===== src/rtl/stack_up_mgr_intf_if.sv =====
// Flit channel used on both sides of the upstream stack-bus interface stage.
// The master drives the flit and valid; the slave answers with ready.
interface stack_up_mgr_intf_if #(
  parameter int DATA_W = 64,
  parameter int OOB_W  = 32,
  parameter int TYPE_W = 2
);
  logic              valid;
  logic [1:0]        cntl;
  logic              ready;
  logic [TYPE_W-1:0] typ;
  logic [DATA_W-1:0] data;
  logic [OOB_W-1:0]  oob_data;

  modport master (output valid, cntl, typ, data, oob_data, input ready);
  modport slave  (input valid, cntl, typ, data, oob_data, output ready);
endinterface


===== src/rtl/stack_up_mgr_intf.sv =====
// Per-manager upstream stack-bus stage: checks message framing on the manager
// side, buffers flits, and releases only whole messages toward the arbiter.
module stack_up_mgr_intf #(
  parameter int DATA_W = 64,
  parameter int OOB_W  = 32,
  parameter int TYPE_W = 2,
  parameter int DEPTH  = 8
) (
  input  logic                clk,
  input  logic                reset_poweron,
  stack_up_mgr_intf_if.slave  mgr_stu_i,
  stack_up_mgr_intf_if.master stu_stk_o,
  output logic                stu__sys__protErr,
  output logic [15:0]         stu__sys__msgCount
);

  localparam int AW = $clog2(DEPTH);
  localparam int CW = AW + 1;
  localparam logic [CW-1:0] DEPTH_C = CW'(DEPTH);
  localparam logic [CW-1:0] ZERO_C  = {CW{1'b0}};
  localparam logic [CW-1:0] ONE_C   = {{(CW-1){1'b0}}, 1'b1};
  localparam logic [AW-1:0] PTR_ONE = {{(AW-1){1'b0}}, 1'b1};

  localparam logic [1:0] CNTL_MOM     = 2'b00;
  localparam logic [1:0] CNTL_SOM     = 2'b01;
  localparam logic [1:0] CNTL_EOM     = 2'b10;
  localparam logic [1:0] CNTL_SOM_EOM = 2'b11;

  typedef struct packed {
    logic [1:0]        cntl;
    logic [TYPE_W-1:0] typ;
    logic [DATA_W-1:0] data;
    logic [OOB_W-1:0]  oob;
  } flit_t;

  typedef enum logic {IN_IDLE = 1'b0, IN_MSG = 1'b1} in_state_e;
  typedef enum logic {OUT_IDLE = 1'b0, OUT_MSG = 1'b1} out_state_e;

  in_state_e     in_state_q, in_state_d;
  out_state_e    out_state_q, out_state_d;
  flit_t         mem_q [DEPTH];
  logic [AW-1:0] wr_ptr_q, wr_ptr_d;
  logic [AW-1:0] rd_ptr_q, rd_ptr_d;
  logic [CW-1:0] occ_q, occ_d;
  // vis_q trails occ_q by one write so a flit surfaces one edge after storage
  logic [CW-1:0] vis_q, vis_d;
  logic [CW-1:0] eom_pend_q, eom_pend_d;
  logic          wr_vld_q, wr_eom_q;
  logic          init_q;
  logic          prot_err_q, prot_err_d;
  logic [15:0]   msg_cnt_q, msg_cnt_d;

  logic  accept_s, legal_s, wr_en_s, rd_en_s, sent_eom_s;
  logic  ready_s, full_s, out_valid_s;
  flit_t wr_flit_s, head_s;

  assign full_s    = (occ_q == DEPTH_C);
  assign ready_s   = init_q & (occ_q < DEPTH_C);
  assign accept_s  = mgr_stu_i.valid & ready_s;
  assign wr_en_s   = accept_s & legal_s;
  assign wr_flit_s = '{cntl: mgr_stu_i.cntl, typ: mgr_stu_i.typ,
                       data: mgr_stu_i.data, oob: mgr_stu_i.oob_data};
  assign head_s    = mem_q[rd_ptr_q];
  assign rd_en_s   = out_valid_s & stu_stk_o.ready;
  // EOM and SOM_EOM share cntl[1]=1
  assign sent_eom_s = rd_en_s & head_s.cntl[1];

  assign mgr_stu_i.ready    = ready_s;
  assign stu__sys__protErr  = prot_err_q;
  assign stu__sys__msgCount = msg_cnt_q;

  // Input framing FSM: decides legality of each accepted flit
  always_comb begin
    in_state_d = in_state_q;
    legal_s    = 1'b0;
    case (in_state_q)
      IN_IDLE: begin
        legal_s = (mgr_stu_i.cntl == CNTL_SOM) || (mgr_stu_i.cntl == CNTL_SOM_EOM);
        if (accept_s && (mgr_stu_i.cntl == CNTL_SOM)) begin
          in_state_d = IN_MSG;
        end else begin
          in_state_d = in_state_q;
        end
      end
      IN_MSG: begin
        legal_s = (mgr_stu_i.cntl == CNTL_MOM) || (mgr_stu_i.cntl == CNTL_EOM);
        if (accept_s && (mgr_stu_i.cntl == CNTL_EOM)) begin
          in_state_d = IN_IDLE;
        end else begin
          in_state_d = in_state_q;
        end
      end
      default: begin
        in_state_d = IN_IDLE;
        legal_s    = 1'b0;
      end
    endcase
  end

  // Output FSM: a message head waits for a complete message (or a full FIFO)
  always_comb begin
    out_state_d = out_state_q;
    out_valid_s = 1'b0;
    case (out_state_q)
      OUT_IDLE: begin
        if ((vis_q != ZERO_C) && ((eom_pend_q != ZERO_C) || full_s)) begin
          out_valid_s = 1'b1;
        end else begin
          out_valid_s = 1'b0;
        end
        if (out_valid_s && stu_stk_o.ready && (head_s.cntl == CNTL_SOM)) begin
          out_state_d = OUT_MSG;
        end else begin
          out_state_d = out_state_q;
        end
      end
      OUT_MSG: begin
        if (vis_q != ZERO_C) begin
          out_valid_s = 1'b1;
        end else begin
          out_valid_s = 1'b0;
        end
        if (out_valid_s && stu_stk_o.ready && (head_s.cntl == CNTL_EOM)) begin
          out_state_d = OUT_IDLE;
        end else begin
          out_state_d = out_state_q;
        end
      end
      default: begin
        out_state_d = OUT_IDLE;
        out_valid_s = 1'b0;
      end
    endcase
  end

  // Arbiter-facing fields: head flit while valid, zero otherwise
  always_comb begin
    stu_stk_o.valid = out_valid_s;
    if (out_valid_s) begin
      stu_stk_o.cntl     = head_s.cntl;
      stu_stk_o.typ      = head_s.typ;
      stu_stk_o.data     = head_s.data;
      stu_stk_o.oob_data = head_s.oob;
    end else begin
      stu_stk_o.cntl     = 2'b00;
      stu_stk_o.typ      = {TYPE_W{1'b0}};
      stu_stk_o.data     = {DATA_W{1'b0}};
      stu_stk_o.oob_data = {OOB_W{1'b0}};
    end
  end

  // Pointer, occupancy and message-accounting next-state
  always_comb begin
    wr_ptr_d   = wr_en_s ? (wr_ptr_q + PTR_ONE) : wr_ptr_q;
    rd_ptr_d   = rd_en_s ? (rd_ptr_q + PTR_ONE) : rd_ptr_q;
    prot_err_d = prot_err_q | (accept_s & ~legal_s);
    msg_cnt_d  = sent_eom_s ? (msg_cnt_q + 16'd1) : msg_cnt_q;
    case ({wr_en_s, rd_en_s})
      2'b10:   occ_d = occ_q + ONE_C;
      2'b01:   occ_d = occ_q - ONE_C;
      default: occ_d = occ_q;
    endcase
    case ({wr_vld_q, rd_en_s})
      2'b10:   vis_d = vis_q + ONE_C;
      2'b01:   vis_d = vis_q - ONE_C;
      default: vis_d = vis_q;
    endcase
    case ({wr_eom_q, sent_eom_s})
      2'b10:   eom_pend_d = eom_pend_q + ONE_C;
      2'b01:   eom_pend_d = eom_pend_q - ONE_C;
      default: eom_pend_d = eom_pend_q;
    endcase
  end

  // Flit storage; only legal accepted flits are written
  always_ff @(posedge clk or negedge reset_poweron) begin
    if (!reset_poweron) begin
      for (int i = 0; i < DEPTH; i++) begin
        mem_q[i] <= '0;
      end
    end else if (wr_en_s) begin
      mem_q[wr_ptr_q] <= wr_flit_s;
    end
  end

  // Control state registers
  always_ff @(posedge clk or negedge reset_poweron) begin
    if (!reset_poweron) begin
      in_state_q  <= IN_IDLE;
      out_state_q <= OUT_IDLE;
      wr_ptr_q    <= {AW{1'b0}};
      rd_ptr_q    <= {AW{1'b0}};
      occ_q       <= ZERO_C;
      vis_q       <= ZERO_C;
      eom_pend_q  <= ZERO_C;
      wr_vld_q    <= 1'b0;
      wr_eom_q    <= 1'b0;
      init_q      <= 1'b0;
      prot_err_q  <= 1'b0;
      msg_cnt_q   <= 16'd0;
    end else begin
      in_state_q  <= in_state_d;
      out_state_q <= out_state_d;
      wr_ptr_q    <= wr_ptr_d;
      rd_ptr_q    <= rd_ptr_d;
      occ_q       <= occ_d;
      vis_q       <= vis_d;
      eom_pend_q  <= eom_pend_d;
      wr_vld_q    <= wr_en_s;
      wr_eom_q    <= wr_en_s & mgr_stu_i.cntl[1];
      init_q      <= 1'b1;
      prot_err_q  <= prot_err_d;
      msg_cnt_q   <= msg_cnt_d;
    end
  end

endmodule


===== src/flat_wrapper.sv =====
// flat-port wrapper written by rule: the top's interface ports become plain ports
module stack_up_mgr_intf_flat 
#(
  parameter int DATA_W = 64,
  parameter int OOB_W  = 32,
  parameter int TYPE_W = 2,
  parameter int DEPTH  = 8
)
  (clk, reset_poweron, stu__sys__protErr, stu__sys__msgCount, mgr_stu_i_valid, mgr_stu_i_cntl, mgr_stu_i_typ, mgr_stu_i_data, mgr_stu_i_oob_data, mgr_stu_i_ready, stu_stk_o_valid, stu_stk_o_cntl, stu_stk_o_typ, stu_stk_o_data, stu_stk_o_oob_data, stu_stk_o_ready);
  stack_up_mgr_intf_if #(.DATA_W(DATA_W), .OOB_W(OOB_W), .TYPE_W(TYPE_W)) mgr_stu_i_i ();
  stack_up_mgr_intf_if #(.DATA_W(DATA_W), .OOB_W(OOB_W), .TYPE_W(TYPE_W)) stu_stk_o_i ();
  input  logic clk;
  input  logic reset_poweron;
  output logic stu__sys__protErr;
  output logic [15:0] stu__sys__msgCount;
  input wire logic [$bits(mgr_stu_i_i.valid)-1:0] mgr_stu_i_valid;
  input wire logic [$bits(mgr_stu_i_i.cntl)-1:0] mgr_stu_i_cntl;
  input wire logic [$bits(mgr_stu_i_i.typ)-1:0] mgr_stu_i_typ;
  input wire logic [$bits(mgr_stu_i_i.data)-1:0] mgr_stu_i_data;
  input wire logic [$bits(mgr_stu_i_i.oob_data)-1:0] mgr_stu_i_oob_data;
  output wire logic [$bits(mgr_stu_i_i.ready)-1:0] mgr_stu_i_ready;
  output wire logic [$bits(stu_stk_o_i.valid)-1:0] stu_stk_o_valid;
  output wire logic [$bits(stu_stk_o_i.cntl)-1:0] stu_stk_o_cntl;
  output wire logic [$bits(stu_stk_o_i.typ)-1:0] stu_stk_o_typ;
  output wire logic [$bits(stu_stk_o_i.data)-1:0] stu_stk_o_data;
  output wire logic [$bits(stu_stk_o_i.oob_data)-1:0] stu_stk_o_oob_data;
  input wire logic [$bits(stu_stk_o_i.ready)-1:0] stu_stk_o_ready;
  assign mgr_stu_i_i.valid = mgr_stu_i_valid;
  assign mgr_stu_i_i.cntl = mgr_stu_i_cntl;
  assign mgr_stu_i_i.typ = mgr_stu_i_typ;
  assign mgr_stu_i_i.data = mgr_stu_i_data;
  assign mgr_stu_i_i.oob_data = mgr_stu_i_oob_data;
  assign mgr_stu_i_ready = mgr_stu_i_i.ready;
  assign stu_stk_o_valid = stu_stk_o_i.valid;
  assign stu_stk_o_cntl = stu_stk_o_i.cntl;
  assign stu_stk_o_typ = stu_stk_o_i.typ;
  assign stu_stk_o_data = stu_stk_o_i.data;
  assign stu_stk_o_oob_data = stu_stk_o_i.oob_data;
  assign stu_stk_o_i.ready = stu_stk_o_ready;
  stack_up_mgr_intf #(.DATA_W(DATA_W), .OOB_W(OOB_W), .TYPE_W(TYPE_W), .DEPTH(DEPTH)) u_core (.clk(clk), .reset_poweron(reset_poweron), .mgr_stu_i(mgr_stu_i_i), .stu_stk_o(stu_stk_o_i), .stu__sys__protErr(stu__sys__protErr), .stu__sys__msgCount(stu__sys__msgCount));
endmodule

===== config.mk =====
export PLATFORM = sky130hd
export DESIGN_NAME = stack_up_mgr_intf_flat
export DESIGN_NICKNAME = d
export VERILOG_FILES = /design/src/rtl/stack_up_mgr_intf_if.sv /design/src/rtl/stack_up_mgr_intf.sv /design/src/flat_wrapper.sv
export SDC_FILE = /design/constraint.sdc
export NUM_CORES = 1
export LEC_CHECK = 0
export ABC_AREA = 1
export BUFFER_PORTS_ARGS = -buffer_cell sky130_fd_sc_hd__buf_2
export CAP_MARGIN = 5
export CORE_MARGIN = 10
export CORE_UTILIZATION = 55
export CTS_CLUSTER_SIZE = 14
export DETAILED_ROUTE_END_ITERATION = 7
export GPL_TIMING_DRIVEN = 0
export PLACE_DENSITY = 0.73
export SETUP_SLACK_MARGIN = 0.1
export SLEW_MARGIN = 20
export SYNTH_ARGS = -nofsm -noshare
export SYNTH_HDL_FRONTEND = slang
export SYNTH_SLANG_ARGS = --single-unit

===== constraint.sdc =====
create_clock -name clk -period 2.9 [get_ports clk]
set_input_delay 0.145 -clock clk [delete_from_list [all_inputs] [get_ports clk]]
set_output_delay 0.145 -clock clk [all_outputs]
set_load 0.01 [all_outputs]

---- Word level (Yosys, flattened, before mapping) ----
Index checks and enable logic that the tools add are counted.
storage, ports and cells
  input port bits ......................... 104
  output and inout bits ................... 119
  bits in registers ....................... 840
cells by class
  eq/ne operators ......................... 12
  add/sub/neg operators ................... 9
  muxes and demuxes ....................... 25
  reduce and logical (&&, ||, !) cells .... 17
  bitwise gates (word level) .............. 13
  order comparisons ....................... 4
operators by type and width
  cell                     count
  $bwmux W800              1
  $bmux W100 S3            1
  $demux W100 S3           1
  $mux W100                3
  $mux W64                 1
  $mux W32                 1
  $pmux W4 S2              3
  $add A16 B1 Y16 const B  1
  $add A4 B1 Y4 const B    3
  $eq A2 B2 Y1 const B     6
  $sub A4 B1 Y4 const B    3
  $eq A2 B1 Y1 const B     5
  $ge A4 B4 Y1 const B     2
  $logic_and A1 B1 Y1      8
  $mux W1                  8
  $not A3 Y4               2
  $pmux W1 S2              4
  $reduce_bool A4 Y1       2
  $and A1 B1 Y1            7
  $add A3 B1 Y3 const B    2
  $reduce_bool A2 Y1       3
  $eq A4 B4 Y1 const B     1
  $lt A4 B1 Y1 const B     1
  $lt A4 B4 Y1 const B     1
  5 further kinds          10

---- Depth between registers and ports, before layout ----
Gate-level depths: netlist of the first run.
  word-level depth ........................ 10
  mapped depth ............................ 15
  depth with buffers taken out ............ 14

---- Least setup slack after synthesis of the first run ----
Ideal clock, no wire load.
  path kind ............................... register to register
  from .................................... reg u_core.eom_pend_q[0]
  to ...................................... reg u_core.eom_pend_q[2]
  setup time .............................. 128 ps
  period minus slack after synthesis ...... 2303 ps
  data arrival time ....................... 2175 ps
  required time ........................... 2772 ps
  cell stages (with the launch flop) ...... 13
  slack ................................... 597 ps
  cells stage by stage .................... dfrtp_1 > or2_2 > nor2_1 > nand3_1 > nand2_1 > nor2_4 > buf_2 > ha_1 > xor2_1 > ha_1 > a21oi_1 > xor2_1 > o21ai_0
between the ends
  longest elaborated chain between the ends .. 10
  elaborated cells on any way between the ends .. 14
  classes of those cells .................. add/sub: 2; eq/ne: 2; mux: 4; bitwise: 2; reduce/logical: 4
ends and longest elaborated chain
  item                                                      line                      text
  from (decl)                                               stack_up_mgr_intf.sv:47   logic [CW-1:0] eom_pend_q, eom_pend_d;
  from (signal assigned)                                    stack_up_mgr_intf.sv:208  eom_pend_q <= eom_pend_d;
  $reduce_bool A4 Y1                                        stack_up_mgr_intf.sv:106  if ((vis_q != ZERO_C) && ((eom_pend_q != ZERO_C) || full_s)) begin
  $logic_or A1 B1 Y1                                        stack_up_mgr_intf.sv:106
  $logic_and A1 B1 Y1                                       stack_up_mgr_intf.sv:106
  $mux W1                                                   stack_up_mgr_intf.sv:106
  $mux W1                                                   stack_up_mgr_intf.sv:104  case (out_state_q)
  $pmux W1 S2                                               stack_up_mgr_intf.sv:104
  $and A1 B1 Y1                                             stack_up_mgr_intf.sv:64   assign rd_en_s = out_valid_s & stu_stk_o.ready;
  $and A1 B1 Y1                                             stack_up_mgr_intf.sv:66   assign sent_eom_s = rd_en_s & head_s.cntl[1];
  $eq A2 B1 Y1 / $eq A2 B2 Y1 (equally long branches)       stack_up_mgr_intf.sv:168  case ({wr_eom_q, sent_eom_s})
  $pmux W4 S2 / $reduce_bool A2 Y1 (equally long branches)  --
Parallel ways exist; a longest one is shown, timed or not. The select of a mux whose other input is x is not followed.
A chain may end at the register's enable or synchronous reset.

---- Final worst setup path of the first run ----
  from .................................... reg u_core.rd_ptr_q[0]
  to ...................................... out stu_stk_o_oob_data[31]
between the ends
  longest elaborated chain between the ends .. 5
ends and longest elaborated chain
  item                                           line                      text
  from (decl)                                    stack_up_mgr_intf.sv:43   logic [AW-1:0] rd_ptr_q, rd_ptr_d;
  from (signal assigned)                         stack_up_mgr_intf.sv:192  rd_ptr_q <= {AW{1'b0}};
  from (signal assigned)                         stack_up_mgr_intf.sv:205  rd_ptr_q <= rd_ptr_d;
  $not A3 Y4 (not written as such)               stack_up_mgr_intf.sv:63   assign head_s = mem_q[rd_ptr_q];
  $bmux W100 S3                                  stack_up_mgr_intf.sv:63
  $mux W100 (not written as such) (2 in series)  stack_up_mgr_intf.sv:63
  $mux W32                                       stack_up_mgr_intf.sv:139  if (out_valid_s) begin
  to (decl)                                      flat_wrapper.sv:26        output wire logic [$bits(stu_stk_o_i.oob_data)-1:0] stu_stk_o_oob_data;
No other way between the ends. The select of a mux whose other input is x is not followed.

==> results.ini, run 1 <==
[critical_path]
cp_top_family = buffers and inverters
crit_fanout = 10
crit_type = reg -> out
worstSetupStartpointType = flip-flop
path_cells = buf_6 > buf_6 > buf_4 > nand2_1 > nand3_1 > a21oi_1 > nor3_2 > buf_2
arrival_ns = 2.68
rrSetupSlack_ns = 0.28
worstPathRequired_ns = 2.76
slowest_delay_ns = 0.46
worst_path_most_repeated_cell = buf_6
crit_path_end_kind = output pin
rr_startpoint = u_core.rd_ptr_q[0]
slowest_stage = dfrtp_2
cp-startpoint = u_core.rd_ptr_q[0]
critPathBufInv = 4

[pwr]
p_sw_frac = 0.405
p_leak_nw = 22.0
p_total_mw = 52.8
power_density_nw_per_um2 = 1150
p_int_mw = 31.4
clkPwrFrac = 0.221
seqPwrFrac = 0.357
switchingPower_mw = 21.4
power_frac_comb = 0.422
vdd_ir_drop_max_mv = 0.746

[clocking]
htreeDepth = 3
cts_tree = done
cts_buffer_depth = 3
cts.sink_count = 840
path_clk_slew_ns = 0.06
root_buffer = clkbuf_16
numCtsBuffers = 89
clock_latency_ns = 0.65

[detailed_routing]
avgRoutedWirePerCell_um = 19.7
drt_iter0_markers = 3877
vias = 34200
drc = 0
first_pass_iters = 6
wirelength_um = 120000
vias_per_cell = 5.63
ant_nets = 0

[sta]
tns_ns = 0
rsz0062_at_grt = yes
holdWs_ns = 0.0355
final.setup_skew_ns = 0.0278
setup_ws_ns = 0.0795
timing.fmax_mhz = 355
slew_headroom = 0.487
fin_crit_sh = 0.973
slew_violations = 0
hold_viol_final = 0
final.min_clock_period_ns = 2.82
worst_pin_slew_ns = 0.770
setup_violations = 0

[global_routing]
antenna_found_initial = 2
grt_max_degree = 137
grt_pass1_wl_um = 188000
grt_usage = 0.288
grt_overflow_total = 0
grt_pass1_vias = 33100

[layout]
multiInputGateArea_um2 = 15500
syn_to_final_growth_pct = 18.2
final_cells = 6083
antenna_cells = 0
regArea_um2 = 21000
layout_common_cells = nand2_1, dfrtp_1, nand3_1
utilization = 0.657
final_nets = 5191
final_area_um2 = 46100
drive_above_1_share = 0.160
mostFrequentLayoutCell = nand2_1
fillers = 6011

[synthesis]
ys_seq_elements = 840
synth.distinct_cells = 31
synth_warnings = 0
synth_top_cell_area_share = 0.539
synth_top_area_cell = dfrtp_1
synth.avg_cell_area_um2 = 8.38
syn_area_um2 = 39000
ys_seq_area_frac = 0.539
synthFlopType = dfrtp_1
synthCells = 4651
synthTopCellsByArea = dfrtp_1, nand2_1, nand3_1, o21ai_0, o21ai_1
syn-num-nets = 4767
synth-async-reset-ratio = 1.00
synth_edf_count = 0

[place]
portBuffers = 222
post-place-ws_ns = -0.290
dp_cells = 5819
dpl_cell_area_um2 = 41500
hpwl_um = 81000
globalplace.congestion = 0.885

[die]
core_area_um2 = 70100
pin_count = 223
dieHeight_um = 286
dieArea_um2 = 82000
start_util = 0.556
die_w_um = 286
row_count = 97

[status]
status = finished, final reports clean

[min_path]
min_path_type = in -> reg
min_from = mgr_stu_i_oob_data[31]

[flow_run]
cap_violations = 0

## state kept, by name, summed over array words and instances (netlist names)
signal,count
u_core.mem_q,800
u_core.stu__sys__msgCount,16
u_core.eom_pend_q,4
u_core.occ_q,4
u_core.vis_q,4
u_core.rd_ptr_q,3
u_core.wr_ptr_q,3
u_core.in_state_q,1
u_core.init_q,1
u_core.out_state_q,1
u_core.stu__sys__protErr,1
u_core.wr_eom_q,1
u_core.wr_vld_q,1
## cell usage after synthesis, types with 20 or more instances
cell type,instances
nand2_1,1706
dfrtp_1,840
nand3_1,421
o21ai_0,411
o21ai_1,276
a21oi_1,199
inv_1,138
buf_2,132
o21ai_2,124
nor3_1,101
clkbuf_1,100
buf_6,65
nor2_1,29
clkbuf_8,20
## power groups by stage
stage	Clock [mW]	Combinational [mW]	Sequential (mW)
2_1_floorplan	0	13.7	18.3
3_3_place_gp	0	20.3	18.8
3_5_place_dp	0	20.8	18.9
4_1_cts	11.7	21.7	18.8
5_1_grt	12.2	24.8	19.3
6_report	11.7	22.3	18.9
## kinds of logic (layout without fill, tap and decap cells)
kind of cell | Yosys count | count (layout) | share of synthesized area
fa+ha+maj | 12 | 12 | 0.00385
simple gates | 2275 | 2275 | 0.239
other cells | 1 | 1 | 0.0000962
xor+xnor | 27 | 27 | 0.00606
compound gates | 1013 | 1013 | 0.142
flops | 840 | 840 | 0.539
buf+inv | 483 | 975 | 0.0698
## layer usage
layer	GRT usage	part of all wire	vias up
li1	-	-	16100
met4	0.111	0.039	2
met5	0.00476	0.00043	-
met1	0.388	0.42	16600
met2	0.449	0.46	1226
met3	0.0660	0.080	234
## layout make-up
| type | count | share of cell area |
|---|---|---|
| Sequential cell | 840 | 0.456 |
| Multi-Input combinational cell | 3328 | 0.336 |
| Clock buffer | 135 | 0.0575 |
| Buffer | 343 | 0.0553 |
| Timing Repair Buffer | 334 | 0.0515 |
| Tap cell | 940 | 0.0255 |
| Inverter | 139 | 0.0113 |
| Clock inverter | 24 | 0.00698 |
## worst min-delay path: stages
cell and delay, ns:
buf_2 0.09, inv_1 0.21, o21ai_2 0.20
## final timing paths
check                                               to  cells past startpoint
worst max-delay path            stu_stk_o_oob_data[31]                      8
worst min-delay path                  u_core.mem_q[31]                      3
worst max register to register    u_core.eom_pend_q[2]                     14
worst min register to register    u_core.eom_pend_q[3]                      1
max in group asynchronous            u_core.mem_q[254]                      4
min in group asynchronous            u_core.mem_q[103]                      2
## what timing repair did
item,CTS,global route
endpoints found under the setup margin,102,100
setup buffers,3,0
pin swaps,12,6
gates cloned,0,2
resized for setup,116,96
hold buffers,101,0
hold endpoints to repair,825,0
Power figures use the tool's default switching activity.
==> run 2, diff against run 1 <==
Settings changed: GPL_TIMING_DRIVEN 0 to default.
==> results.ini, run 2 (synthesized netlist as in run 1, its figures left out) <==
[layout]
utilization = 0.637  ; -0.0204
fillers = 6081  ; +1.2%
drive_above_1_share = 0.131  ; -0.0289
antenna_cells = 0  ; unchanged
final_area_um2 = 44700  ; -3.1%
syn_to_final_growth_pct = 14.5
top_register = u_core.mem_q
layout_common_cells = nand2_1, dfrtp_1, nand3_1
regArea_um2 = 21000  ; about the same
multiInputGateArea_um2 = 15600  ; +0.64%
final_nets = 4914  ; -5.3%
largest_reg_flops = 800  ; unchanged
mostFrequentLayoutCell = nand2_1
final_cells = 5805  ; -4.6%

[place]
globalplace.congestion = 0.794  ; -10%
post-place-ws_ns = 0.231  ; +0.520 ns
dp_cells = 5531  ; -4.9%
portBuffers = 222  ; unchanged
hpwl_um = 54500  ; -33%
dpl_cell_area_um2 = 40100  ; -3.3%

[pwr]
vdd_ir_drop_max_mv = 1.21  ; +62%
p_total_mw = 51.1  ; -3.2%
p_leak_nw = 21.1  ; -3.9%
power_density_nw_per_um2 = 1150  ; about the same

[critical_path]
cp_top_family = buffers and inverters
worstSetupStartpointType = flip-flop
slowest_stage = dfrtp_4
path_cells = clkinv_8 > buf_16 > nand2_1 > nand3_1 > a21oi_1 > nor3_2 > buf_2
rr_startpoint = u_core.eom_pend_q[0]
crit_type = reg -> out
cp-startpoint = u_core.rd_ptr_q[0]
critPathBufInv = 3  ; -1
worstPathRequired_ns = 2.76  ; about the same
rrSetupSlack_ns = 0.31  ; +0.03 ns
slowest_delay_ns = 0.60  ; +0.14 ns
crit_path_end_kind = output pin
crit_fanout = 79  ; +69
arrival_ns = 2.70  ; +0.02 ns

[sta]
final.min_clock_period_ns = 2.84  ; +0.0195 ns
fin_crit_sh = 0.979  ; +0.00672
final.setup_skew_ns = 0.0177  ; -0.0100 ns
holdWs_ns = 0.0604  ; +0.0248 ns
setup_violations = 0  ; unchanged
tns_ns = 0  ; unchanged
setup_ws_ns = 0.0600  ; -0.0195 ns
hold_viol_final = 0  ; unchanged
slew_headroom = 0.249  ; -0.238
slew_violations = 0  ; unchanged
timing.fmax_mhz = 352  ; -0.69%
worst_pin_slew_ns = 1.13  ; +0.356 ns
rsz0062_at_grt = yes

[global_routing]
grtUsageMet3 = 0.0422  ; -0.0238
grt_max_degree = 116  ; -15%
grt_overflow_total = 0  ; unchanged
grt_usage = 0.257  ; -0.0314
grt_busiest_layer = met2
grt_pass1_vias = 31300  ; -5.6%
grt_pass1_wl_um = 172000  ; -8.5%
antenna_found_initial = 0  ; -2
use_met1 = 0.350  ; -0.0381
met2_usage = 0.419  ; -0.0301

[clocking]
cts.sink_count = 840  ; unchanged
root_buffer = clkbuf_16
cts_tree = done
htreeDepth = 3  ; unchanged
cts_buffer_depth = 3  ; unchanged
numCtsBuffers = 89  ; unchanged
clock_latency_ns = 0.64  ; about the same
path_clk_slew_ns = 0.06  ; about the same

[status]
status = finished, final reports clean

[die]
row_count = 97  ; unchanged
pin_count = 223  ; unchanged
die_w_um = 286  ; unchanged
core_area_um2 = 70100  ; unchanged
dieArea_um2 = 82000  ; unchanged
dieHeight_um = 286  ; unchanged
start_util = 0.556  ; unchanged

[detailed_routing]
first_pass_iters = 6  ; unchanged
ant_nets = 0  ; unchanged
vias_per_cell = 5.57  ; -1.1%
drt_iter0_markers = 3393  ; -12%
wirelength_um = 106000  ; -12%
vias = 32300  ; -5.6%
avgRoutedWirePerCell_um = 18.2  ; -7.6%
drc = 0  ; unchanged

[min_path]
min_path_type = in -> reg
min_from = mgr_stu_i_typ[1]

[flow_run]
cap_violations = 0  ; unchanged

run 2: changes by cell type in the layout (fill, tap and decap cells not counted), moves of 17 or more:
cell	before	now
buf_12	8	35
buf_2	299	221
buf_6	77	1
clkbuf_1	85	25
clkbuf_2	31	0
clkbuf_4	22	0
clkbuf_8	41	19
nand2_1	1705	1688
run 2: tightest hold or removal path, cell delays in order:
cell,delay (ns)
buf_2,0.17
inv_1,0.25
o21ai_2,0.09
run 2: final cells by class:
cell class	count	share of cell area
Clock inverter	23	0.00653
Timing Repair Buffer	399	0.0762
Inverter	139	0.0124
Tap cell	940	0.0263
Sequential cell	840	0.471
Clock buffer	135	0.0589
Multi-Input combinational cell	3329	0.349
run 2: report_power, final:
part	internal (mW)	total (mW)	leakage, nW	switching (mW)
logic	7.74	20.9	8.62	13.1
clock network	6.71	11.4	1.44	4.70
registers	16.3	18.9	11.1	2.61
total	30.7	51.1	21.1	20.4
run 2: metal layers:
| metal | wire length [um] | up-vias | part of all wire |
|---|---|---|---|
| li1 | - | 15600 | - |
| met1 | 46000 | 15600 | 0.43 |
| met2 | 50600 | 1034 | 0.48 |
| met3 | 6690 | 161 | 0.063 |
| met4 | 2490 | 0 | 0.024 |
| met5 | 0 | - | 0 |
run 2: timing repair:
item	CTS	global route
gates cloned	5	1
resized for setup	40	48
endpoints found under the setup margin	92	85
hold buffers	104	0
hold endpoints to repair	1079	0
pin swaps	1	20
buffers inserted	3	3
run 2: path summary, 6_finish.rpt:
check / endpoint / cells past startpoint
setup / recovery: stu_stk_o_data[49] / 7
hold / removal: u_core.mem_q[97] / 3
setup reg to reg: u_core.vis_q[2] / 11
hold reg to reg: u_core.mem_q[217] / 2
max in group asynchronous: u_core.mem_q[565] / 4
min in group asynchronous: u_core.stu__sys__msgCount[13] / 2
